File: src/rtl/key_event_scheduler_if.sv
// Event channel between the key scheduler and its consumer: valid/ready handshake
// carrying the owning key index and a press/repeat flag.
interface key_event_scheduler_if #(
  parameter int NKEYS = 4
);
  localparam int KW = (NKEYS > 1) ? $clog2(NKEYS) : 1;

  logic          evt_valid;
  logic          evt_ready;
  logic [KW-1:0] evt_key;
  logic          evt_repeat;

  modport master (output evt_valid, evt_key, evt_repeat, input evt_ready);
  modport slave  (input evt_valid, evt_key, evt_repeat, output evt_ready);
endinterface

File: src/rtl/key_event_scheduler.sv
// Synchronises NKEYS push buttons, generates press and auto-repeat events per key,
// queues them one-deep per key and grants them round-robin onto one event channel.
module key_event_scheduler #(
  parameter int NKEYS    = 4,
  parameter int HOLD_CYC = 25_000_000,
  parameter int REP_CYC  = 5_000_000
) (
  input  logic                    clk,
  input  logic                    reset_n,
  input  logic [NKEYS-1:0]        keys,
  key_event_scheduler_if.master   evt,
  output logic [NKEYS-1:0]        pending,
  output logic                    overrun,
  input  logic                    overrun_clr
);
  localparam int KW   = (NKEYS > 1) ? $clog2(NKEYS) : 1;
  localparam int TMAX = (HOLD_CYC > REP_CYC) ? HOLD_CYC : REP_CYC;
  localparam int TW   = (TMAX > 1) ? $clog2(TMAX) : 1;

  localparam logic [1:0] ST_IDLE   = 2'd0;
  localparam logic [1:0] ST_HOLD   = 2'd1;
  localparam logic [1:0] ST_REPEAT = 2'd2;

  logic [NKEYS-1:0] sync1, key_s;
  logic [1:0]       state [NKEYS];
  logic [TW-1:0]    timer [NKEYS];
  logic [NKEYS-1:0] ev, ev_rep, ptype, grant;
  logic [KW-1:0]    ptr, winner, idx;
  logic             found, load;

  always_ff @(posedge clk or negedge reset_n) begin
    if (!reset_n) begin
      sync1 <= '0;
      key_s <= '0;
    end else begin
      // NOTE: sequential state always uses non-blocking <= so every flop samples pre-edge values.
      sync1 <= keys;
      key_s <= sync1;
    end
  end

  // Event detection is purely a function of current state, timer and synchronised level.
  always_comb begin
    // NOTE: defaults first so no path through the loop leaves a variable unassigned (no latch).
    ev     = '0;
    ev_rep = '0;
    for (int i = 0; i < NKEYS; i++) begin
      case (state[i])
        ST_IDLE:   ev[i] = key_s[i];
        ST_HOLD:   if (key_s[i] && timer[i] == TW'(HOLD_CYC - 1)) begin
                     ev[i]     = 1'b1;
                     ev_rep[i] = 1'b1;
                   end
        ST_REPEAT: if (key_s[i] && timer[i] == TW'(REP_CYC - 1)) begin
                     ev[i]     = 1'b1;
                     ev_rep[i] = 1'b1;
                   end
        default:   ;
      endcase
    end
  end

  always_ff @(posedge clk or negedge reset_n) begin
    if (!reset_n) begin
      // NOTE: these arrays are small per-key flop banks, not RAM, so resetting them is cheap and required.
      for (int i = 0; i < NKEYS; i++) begin
        state[i] <= ST_IDLE;
        timer[i] <= '0;
      end
    end else begin
      for (int i = 0; i < NKEYS; i++) begin
        case (state[i])
          ST_IDLE: if (key_s[i]) begin
            state[i] <= ST_HOLD;
            timer[i] <= '0;
          end
          ST_HOLD: if (!key_s[i]) begin
            state[i] <= ST_IDLE;
            timer[i] <= '0;
          end else if (timer[i] == TW'(HOLD_CYC - 1)) begin
            state[i] <= ST_REPEAT;
            timer[i] <= '0;
          end else begin
            timer[i] <= timer[i] + 1'b1;
          end
          ST_REPEAT: if (!key_s[i]) begin
            state[i] <= ST_IDLE;
            timer[i] <= '0;
          end else if (timer[i] == TW'(REP_CYC - 1)) begin
            timer[i] <= '0;
          end else begin
            timer[i] <= timer[i] + 1'b1;
          end
          default: begin
            state[i] <= ST_IDLE;
            timer[i] <= '0;
          end
        endcase
      end
    end
  end

  // Round-robin: first pending key at or after ptr, wrapping.
  always_comb begin
    found  = 1'b0;
    winner = '0;
    idx    = '0;
    for (int k = 0; k < NKEYS; k++) begin
      idx = KW'((int'(ptr) + k) % NKEYS);
      if (!found && pending[idx]) begin
        found  = 1'b1;
        winner = idx;
      end
    end
  end

  assign load  = !evt.evt_valid || evt.evt_ready;
  assign grant = (load && found) ? (NKEYS'(1) << winner) : '0;

  // A key granted this cycle frees its slot, so a same-cycle event refills it instead of overrunning.
  always_ff @(posedge clk or negedge reset_n) begin
    if (!reset_n) begin
      pending <= '0;
      ptype   <= '0;
      overrun <= 1'b0;
    end else begin
      for (int i = 0; i < NKEYS; i++) begin
        if (ev[i]) begin
          if (!pending[i] || grant[i]) begin
            pending[i] <= 1'b1;
            ptype[i]   <= ev_rep[i];
          end
        end else if (grant[i]) begin
          pending[i] <= 1'b0;
        end
      end
      if (overrun_clr)
        overrun <= 1'b0;
      else if (|(ev & pending & ~grant))
        overrun <= 1'b1;
    end
  end

  always_ff @(posedge clk or negedge reset_n) begin
    if (!reset_n) begin
      evt.evt_valid  <= 1'b0;
      evt.evt_key    <= '0;
      evt.evt_repeat <= 1'b0;
      ptr            <= '0;
    end else if (load) begin
      if (found) begin
        evt.evt_valid  <= 1'b1;
        evt.evt_key    <= winner;
        evt.evt_repeat <= ptype[winner];
        ptr            <= (winner == KW'(NKEYS - 1)) ? '0 : winner + 1'b1;
      end else begin
        evt.evt_valid  <= 1'b0;
      end
    end
  end
endmodule
File: src/flat_wrapper.sv
// flat-port wrapper written by rule: the top's interface ports become plain ports
module key_event_scheduler_flat 
#(
  parameter int NKEYS    = 4,
  parameter int HOLD_CYC = 25_000_000,
  parameter int REP_CYC  = 5_000_000
)
  (clk, reset_n, keys, pending, overrun, overrun_clr, evt_evt_valid, evt_evt_key, evt_evt_repeat, evt_evt_ready);
  key_event_scheduler_if #(.NKEYS(NKEYS)) evt_i ();
  input  logic clk;
  input  logic reset_n;
  input  logic [NKEYS-1:0] keys;
  output logic [NKEYS-1:0] pending;
  output logic overrun;
  input  logic overrun_clr;
  output wire logic [$bits(evt_i.evt_valid)-1:0] evt_evt_valid;
  output wire logic [$bits(evt_i.evt_key)-1:0] evt_evt_key;
  output wire logic [$bits(evt_i.evt_repeat)-1:0] evt_evt_repeat;
  input wire logic [$bits(evt_i.evt_ready)-1:0] evt_evt_ready;
  assign evt_evt_valid = evt_i.evt_valid;
  assign evt_evt_key = evt_i.evt_key;
  assign evt_evt_repeat = evt_i.evt_repeat;
  assign evt_i.evt_ready = evt_evt_ready;
  key_event_scheduler #(.NKEYS(NKEYS), .HOLD_CYC(HOLD_CYC), .REP_CYC(REP_CYC)) u_core (.clk(clk), .reset_n(reset_n), .keys(keys), .evt(evt_i), .pending(pending), .overrun(overrun), .overrun_clr(overrun_clr));
endmodule
File: config.mk
export PLATFORM = sky130hd
export DESIGN_NAME = key_event_scheduler_flat
export DESIGN_NICKNAME = d
export VERILOG_FILES = /design/src/rtl/key_event_scheduler_if.sv /design/src/rtl/key_event_scheduler.sv /design/src/flat_wrapper.sv
export SDC_FILE = /design/constraint.sdc
export NUM_CORES = 1
export LEC_CHECK = 0
export CAP_MARGIN = 20
export CORE_MARGIN = 5
export CORE_UTILIZATION = 35
export CTS_BUF_LIST = sky130_fd_sc_hd__clkbuf_8
export DETAILED_ROUTE_END_ITERATION = 7
export GPL_ROUTABILITY_DRIVEN = 0
export SETUP_SLACK_MARGIN = 0.5
export SYNTH_ARGS = -nofsm -noshare
export SYNTH_HDL_FRONTEND = slang
export SYNTH_SLANG_ARGS = --single-unit
export TNS_END_PERCENT = 20
File: constraint.sdc
create_clock -name clk -period 3 [get_ports clk]
set_clock_uncertainty 0.15 [all_clocks]
set_input_delay 0.6 -clock clk [delete_from_list [all_inputs] [get_ports clk]]
set_output_delay 0.6 -clock clk [all_outputs]
set_load 0.01 [all_outputs]
# Yosys cells after proc, flatten, opt, wreduce, memory -nomap -nowiden
# Index checks and enable logic that the tools add are counted.
# word_totals
reg_bits	131
input_bits	8
wordCells	216
# op_classes
add_sub_neg	8
n_lt_le_gt_ge	5
eq_ne	33
shift	1
mux	95
n_bitwise	3
reduce_logical	48
# ops
operator	n
25-bit two-way mux	20
25-bit one-hot mux with 3 select lines	4
25-bit by 1-bit adder with 25-bit output, second input constant	4
25-bit by 23-bit equality test with 1-bit output, second input constant	4
25-bit equality test, second input constant	4
2-bit two-way mux	21
1-bit two-way mux	32
2-bit one-hot mux with 3 select lines	4
2-bit AND reduction	9
2-bit != test, second input constant	8
2-bit by 3-bit less-than comparator with 1-bit output, second input constant	5
1-bit logical AND	12
3-bit != test, second input constant	4
1-bit one-hot mux with 3 select lines	4
3-bit AND reduction	4
1-bit binary-select mux with 2-bit select	5
2-bit equality test, second input constant	5
2-bit nonzero test	5
4-bit AND	2
2-bit by 1-bit equality test with 1-bit output, second input constant	4
1-bit logical NOT	8
2-bit logical NOT	4
2-bit by 1-bit != test with 1-bit output, second input constant	4
1-bit one-hot mux with 2 select lines	4
other kinds (7)	13

# Logic depth before layout (Yosys ltp)
# logic_depth
ltp_word	19
ltp_mapped	11
depth_no_buf	10

# Least setup slack after synthesis
# OpenSTA, ideal clock, no wires.
# synth_timing
path_type	register -> register
start	register u_core.pending[0]
end	register u_core.overrun
setup_ns	0.082
arrival_time_ns	2.227
setup_slack_ns	0.541
path_stages_with_launch	12
n_path_buf	1
period_less_slack_ns	2.459
path_cell_list	dfrtp_1 > clkbuf_1 > a21oi_1 > o21a_1 > o22ai_1 > inv_1 > ha_1 > a21boi_0 > a31oi_1 > o311ai_0 > a31oi_1 > a31oi_1
# synth_via
elab_chain_cells	18
elab_cells_between_ends	30
# synth_lines
element	line	text
start: declaration	key_event_scheduler.sv:12	output logic [NKEYS-1:0] pending,
start signal: assignment	key_event_scheduler.sv:123	pending <= '0;
start signal: indexed assignment	key_event_scheduler.sv:130	pending[i] <= 1'b1;
start signal: indexed assignment	key_event_scheduler.sv:134	pending[i] <= 1'b0;
1-bit binary-select mux with 2-bit select	key_event_scheduler.sv:110	if (!found && pending[idx]) begin
1-bit two-way mux (not written as such)	key_event_scheduler.sv:110	
1-bit two-way mux	key_event_scheduler.sv:110	
1-bit logical NOT	key_event_scheduler.sv:110	
1-bit logical AND	key_event_scheduler.sv:110	
1-bit two-way mux	key_event_scheduler.sv:110	
1-bit logical NOT	key_event_scheduler.sv:110	
1-bit logical AND	key_event_scheduler.sv:110	
[... 3 more ...]	n/a	
2-bit two-way mux *	key_event_scheduler.sv:110	
net u_core.winner[1]	key_event_scheduler.sv:28	logic [KW-1:0] ptr, winner, idx;
1-bit by 2-bit << shifter with 4-bit output *	key_event_scheduler.sv:118	assign grant = (load && found) ? (NKEYS'(1) << winner) : '0;
4-bit two-way mux *	key_event_scheduler.sv:118	
4-bit inverter *	key_event_scheduler.sv:139	else if (|(ev & pending & ~grant))
4-bit AND *	key_event_scheduler.sv:139	
4-bit OR reduction *	key_event_scheduler.sv:139	
2-bit nonzero test (no source line) *	n/a	
end signal: assignment	key_event_scheduler.sv:125	overrun <= 1'b0;
end signal: assignment	key_event_scheduler.sv:138	overrun <= 1'b0;
end signal: assignment	key_event_scheduler.sv:140	overrun <= 1'b1;
end: declaration	key_event_scheduler.sv:13	output logic overrun,
# Mark *: on every way through the listed nets, which the timed path passes. The rest lies on a longest branch. The select of a mux whose other input is x is not followed.
# A chain may end at the register's enable or synchronous reset.

# Final worst setup path
# layout_timing
start	register u_core.timer[85] (netlist name)
end	register u_core.timer[80] (netlist name)
# layout_via
elab_chain_cells	4
elab_cells_between_ends	7
# layout_lines
element	line	text
start: declaration	key_event_scheduler.sv:26	logic [TW-1:0] timer [NKEYS];
start signal: indexed assignment	key_event_scheduler.sv:84	timer[i] <= timer[i] + 1'b1;
start signal: indexed assignment	key_event_scheduler.sv:92	timer[i] <= timer[i] + 1'b1;
25-bit by 23-bit equality test with 1-bit output or 25-bit equality test (tied branches)	key_event_scheduler.sv:89, key_event_scheduler.sv:80	
25-bit two-way mux, on equally long branches	key_event_scheduler.sv:89, key_event_scheduler.sv:80	
25-bit two-way mux, on equally long branches	key_event_scheduler.sv:86, key_event_scheduler.sv:77	
25-bit one-hot mux with 3 select lines *	key_event_scheduler.sv:72	case (state[i])
# Mark *: on every way between the ends. The rest lies on a longest branch, timed or not.

==> flow_metrics.env <==
export IMPL_die_height_um=152.9
export IMPL_placementRows=52
export IMPL_asyncSetResetFlopFracSynth=1.000
export IMPL_ant_nets=0
export IMPL_groute_usage_overall=0.1348
export IMPL_clkLatencyLatePin_ns=0.45
export IMPL_synthDistinctLibCells=60
export IMPL_first_pass_grt_wire_length_mm=26.52
export IMPL_drc_errors=0
export IMPL_power_static_leakage_nw=3.538
export IMPL_outcome="complete, no violations"
export IMPL_post_synth_cell_area_avg_um2=9.498
export IMPL_cts_root_buffer="sky130_fd_sc_hd__clkbuf_8"
export IMPL_fill_cells=2009
export IMPL_synth_edff_count=0
export IMPL_max_freq_mhz=405.8
export IMPL_worst_endpoint_required_time_ns=3.18
export IMPL_fraction_of_final_layout_cells_with_drive_strength_greater_than_1=0.1037
export IMPL_tns_ns=0
export IMPL_postSynthNetCount=785
export IMPL_worst_setup_path_start_kind="flip-flop"
export IMPL_clock_transition_at_the_register_clock_pins_on_the_worst_setup_and_hold_paths_after_cts_ns=0.08
export IMPL_yosysSeqAreaShare=0.4584
export IMPL_postSynthRegisterBits=131
export IMPL_timing_critical_path_arrival_ns=2.65
export IMPL_cts_tree="built"
export IMPL_maxCapViolations=0
export IMPL_num_nets_final=829
export IMPL_worst_hold_path_type="input pin to async pin"
export IMPL_max_vdd_ir_drop_mv=0.3554
export IMPL_route_detailed_wl_per_inst_um=14.14
export IMPL_timing_setup_critical_path_class="flip-flop to flip-flop"
export IMPL_synthesis_yosys_warnings=0
export IMPL_die_width_um=152.9
export IMPL_final_critical_path_setup_slack_ns=0.5356
export IMPL_crit_path_end_kind="flip-flop"
export IMPL_firstDrtPassIters=5
export IMPL_cts_hold_buffers_added=0
export IMPL_wirelength_mm=15.28
export IMPL_sum_of_overflow_across_all_layers_after_global_routing=0
export IMPL_power_mw=5.189
export IMPL_io_pin_count=17
export IMPL_pwr_per_cell_area_nw_per_um2=621.5
export IMPL_clockBufferDepth=2
export IMPL_predominant_post_synthesis_flop_cell="sky130_fd_sc_hd__dfrtp_1"
export IMPL_grt_pass1_vias=5341
export IMPL_hpwl_mm=10.52
export IMPL_antenna_violations_before_repair=0
export IMPL_synthesis_area_um2=7152
export IMPL_rsz0062_at_grt="true"
export IMPL_hold_viol=0
export IMPL_placeable_area_um2=20170
export IMPL_h_tree_depth=4
export IMPL_worst_slew_pin_slew_ns=0.7245
export IMPL_vias_per_cell=5.211
export IMPL_report_final_slew_viol_count=0
export IMPL_preCtsSetupSlack_ns=0.2589
export IMPL_first_iter_violations=360
export IMPL_number_of_buffers_added_by_the_clock_tree_synthesis_step=17
export IMPL_die_area_um2=23390
export IMPL_antenna_cells_inserted=0
export IMPL_syn2layout_area_growth_pct=16.74
export IMPL_period_share=0.8215
export IMPL_pin_count_of_the_biggest_net_entering_global_routing=65
export IMPL_synthCells=753
export IMPL_route_vias_total=5628
export IMPL_cts_sink_count=131
export IMPL_timing_critical_path_fanout_max=15
export IMPL_worst_slew_margin_rel=0.5133
export IMPL_initial_util=0.3546
export IMPL_buffer_ports_inserted=16
export IMPL_timing_final_setup_violations=0
export IMPL_finalCriticalPeriod_ns=2.464
path summary, 6_finish.rpt:
check | from | endpoint | slack (ns) | cells after the start
worst max-delay path | u_core.timer[85] | u_core.timer[80] | 0.54 | 7
worst min-delay path | reset_n | u_core.timer[41] | 0.004 | 1
worst max register to register | u_core.timer[85] | u_core.timer[80] | 0.54 | 7
worst min register to register | u_core.sync1[0] | u_core.key_s[0] | 0.20 | 0
max in group asynchronous | reset_n | u_core.timer[87] | 2.02 | 2
min in group clk | u_core.sync1[0] | u_core.key_s[0] | 0.20 | 0
synthesized netlist by cell type (all sizes together), types with 2 or more instances:
| master | instances | area (um^2) |
|---|---|---|
| and3 | 19 | 118.9 |
| a22oi | 2 | 15.01 |
| mux2i | 6 | 60.06 |
| xnor2 | 26 | 227.7 |
| a21o | 9 | 67.56 |
| nand2b | 15 | 93.84 |
| o22ai | 3 | 18.77 |
| nor4 | 12 | 75.07 |
| and4 | 12 | 105.1 |
| nand3 | 41 | 205.2 |
| o21ai | 23 | 115.1 |
| nand4b | 3 | 26.28 |
| o211ai | 2 | 15.01 |
| xor2 | 40 | 350.3 |
| or4 | 2 | 18.77 |
| inv | 22 | 82.58 |
| nor3b | 5 | 42.54 |
| buf | 9 | 66.31 |
| o31ai | 5 | 42.54 |
| nand4 | 26 | 162.7 |
| dfrtp | 131 | 3278 |
| a211oi | 2 | 15.01 |
| clkbuf | 9 | 33.78 |
| o32ai | 2 | 17.52 |
| a22o | 13 | 113.9 |
| a21oi | 28 | 143.9 |
| nor4bb | 6 | 60.06 |
| a32o | 2 | 20.02 |
| nor2b | 7 | 43.79 |
| mux2 | 5 | 56.30 |
| and2 | 10 | 62.56 |
| or3 | 3 | 18.77 |
| o41ai | 4 | 50.05 |
| a31oi | 22 | 137.6 |
| nand2 | 80 | 300.3 |
| nor4b | 2 | 30.03 |
| nor2 | 101 | 396.6 |
| ha | 24 | 300.3 |
| nor3 | 9 | 50.05 |
per-stage QoR:
step | hold slack [ns] | utilization | area [um^2] | cells
finish | 0.004459 | 0.4140 | 8349 | 1080
CTS | 0.006499 | 0.4092 | 8253 | 1074
detailed placement | 0.1847 | 0.3821 | 7706 | 1040
global route | 0.02924 | 0.4140 | 8349 | 1080
floorplan | 0.1544 | - | 7152 | 753
global placement | 0.1834 | 0.3821 | 7706 | 1040
power breakdown:
| part | switching [mW] | total [mW] | internal, mW | leakage, nW |
|---|---|---|---|---|
| registers | 0.139 | 2.02 | 1.88 | 1.77 |
| clock network | 0.703 | 1.86 | 1.15 | 0.254 |
| logic | 0.758 | 1.31 | 0.557 | 1.51 |
| total | 1.60 | 5.19 | 3.59 | 3.54 |
metal layers:
metal | vias to the layer above | part of all wire | global-route usage
li1 | 2781 | - | -
met3 | 11 | 0.033 | 0.03789
met4 | 0 | 0.0085 | 0.03437
met5 | - | 0 | 0
met1 | 2772 | 0.49 | 0.1864
met2 | 64 | 0.47 | 0.2099
logic make-up after synthesis:
kind of cell	after synthesis	share of synthesized area
buf+inv	40	0.02554
compound gates	126	0.1191
simple gates	355	0.2579
mux	11	0.01627
flops	131	0.4584
xor+xnor	66	0.08083
fa+ha+maj	24	0.04199
layout by cell type (no fill, tap or decap), types with 7 or more instances in the layout:
cell type	n
sky130_fd_sc_hd__dfrtp_1	130
sky130_fd_sc_hd__nor2_1	98
sky130_fd_sc_hd__nand2_1	80
sky130_fd_sc_hd__nand3_1	41
sky130_fd_sc_hd__xor2_1	40
sky130_fd_sc_hd__nand4_1	26
sky130_fd_sc_hd__xnor2_1	26
sky130_fd_sc_hd__a21oi_1	25
sky130_fd_sc_hd__inv_1	24
sky130_fd_sc_hd__ha_1	24
sky130_fd_sc_hd__o21ai_0	23
sky130_fd_sc_hd__a31oi_1	22
sky130_fd_sc_hd__buf_4	22
sky130_fd_sc_hd__clkbuf_8	21
sky130_fd_sc_hd__and3_1	19
sky130_fd_sc_hd__nand2b_1	15
sky130_fd_sc_hd__clkdlybuf4s50_1	15
sky130_fd_sc_hd__a22o_1	13
sky130_fd_sc_hd__nor4_1	12
sky130_fd_sc_hd__and4_1	12
sky130_fd_sc_hd__and2_1	10
sky130_fd_sc_hd__a21o_1	9
sky130_fd_sc_hd__nor3_1	7
area by class of cell:
cell class / instances / area (um^2) / share of cell area
clock buffers: 21 / 289.0 / 0.03462
inverters: 22 / 82.58 / 0.009891
flip-flops and latches: 131 / 3279 / 0.3928
clock inverters: 11 / 205.2 / 0.02458
repair buffers: 43 / 387.9 / 0.04646
well taps: 270 / 337.8 / 0.04046
multi-input cells: 582 / 3767 / 0.4512
sequential cells by signal (all words and copies together), names as in the netlist:
name / cells
u_core.evt.evt_valid: 1
u_core.ptr: 2
u_core.overrun: 1
u_core.key_s: 4
u_core.state: 8
u_core.pending: 4
u_core.ptype: 4
u_core.evt.evt_key: 2
u_core.sync1: 4
u_core.evt.evt_repeat: 1
u_core.timer: 100
worst max-delay path, stage by stage, from the launching register on:
cell,delay (ns)
sky130_fd_sc_hd__dfrtp_1,0.39
sky130_fd_sc_hd__nand4b_1,0.21
sky130_fd_sc_hd__or4_4,0.56
sky130_fd_sc_hd__o31ai_2,0.30
sky130_fd_sc_hd__a21oi_2,0.14
sky130_fd_sc_hd__buf_4,0.21
sky130_fd_sc_hd__a21o_1,0.16
sky130_fd_sc_hd__a22o_1,0.22
timing repair:
item	CTS	global route
setup endpoints to repair	25	57
pin swaps	1	2
setup buffers	2	4
gates resized for setup	4	11
cloned	0	1
(Power assumes the default switching activity.)
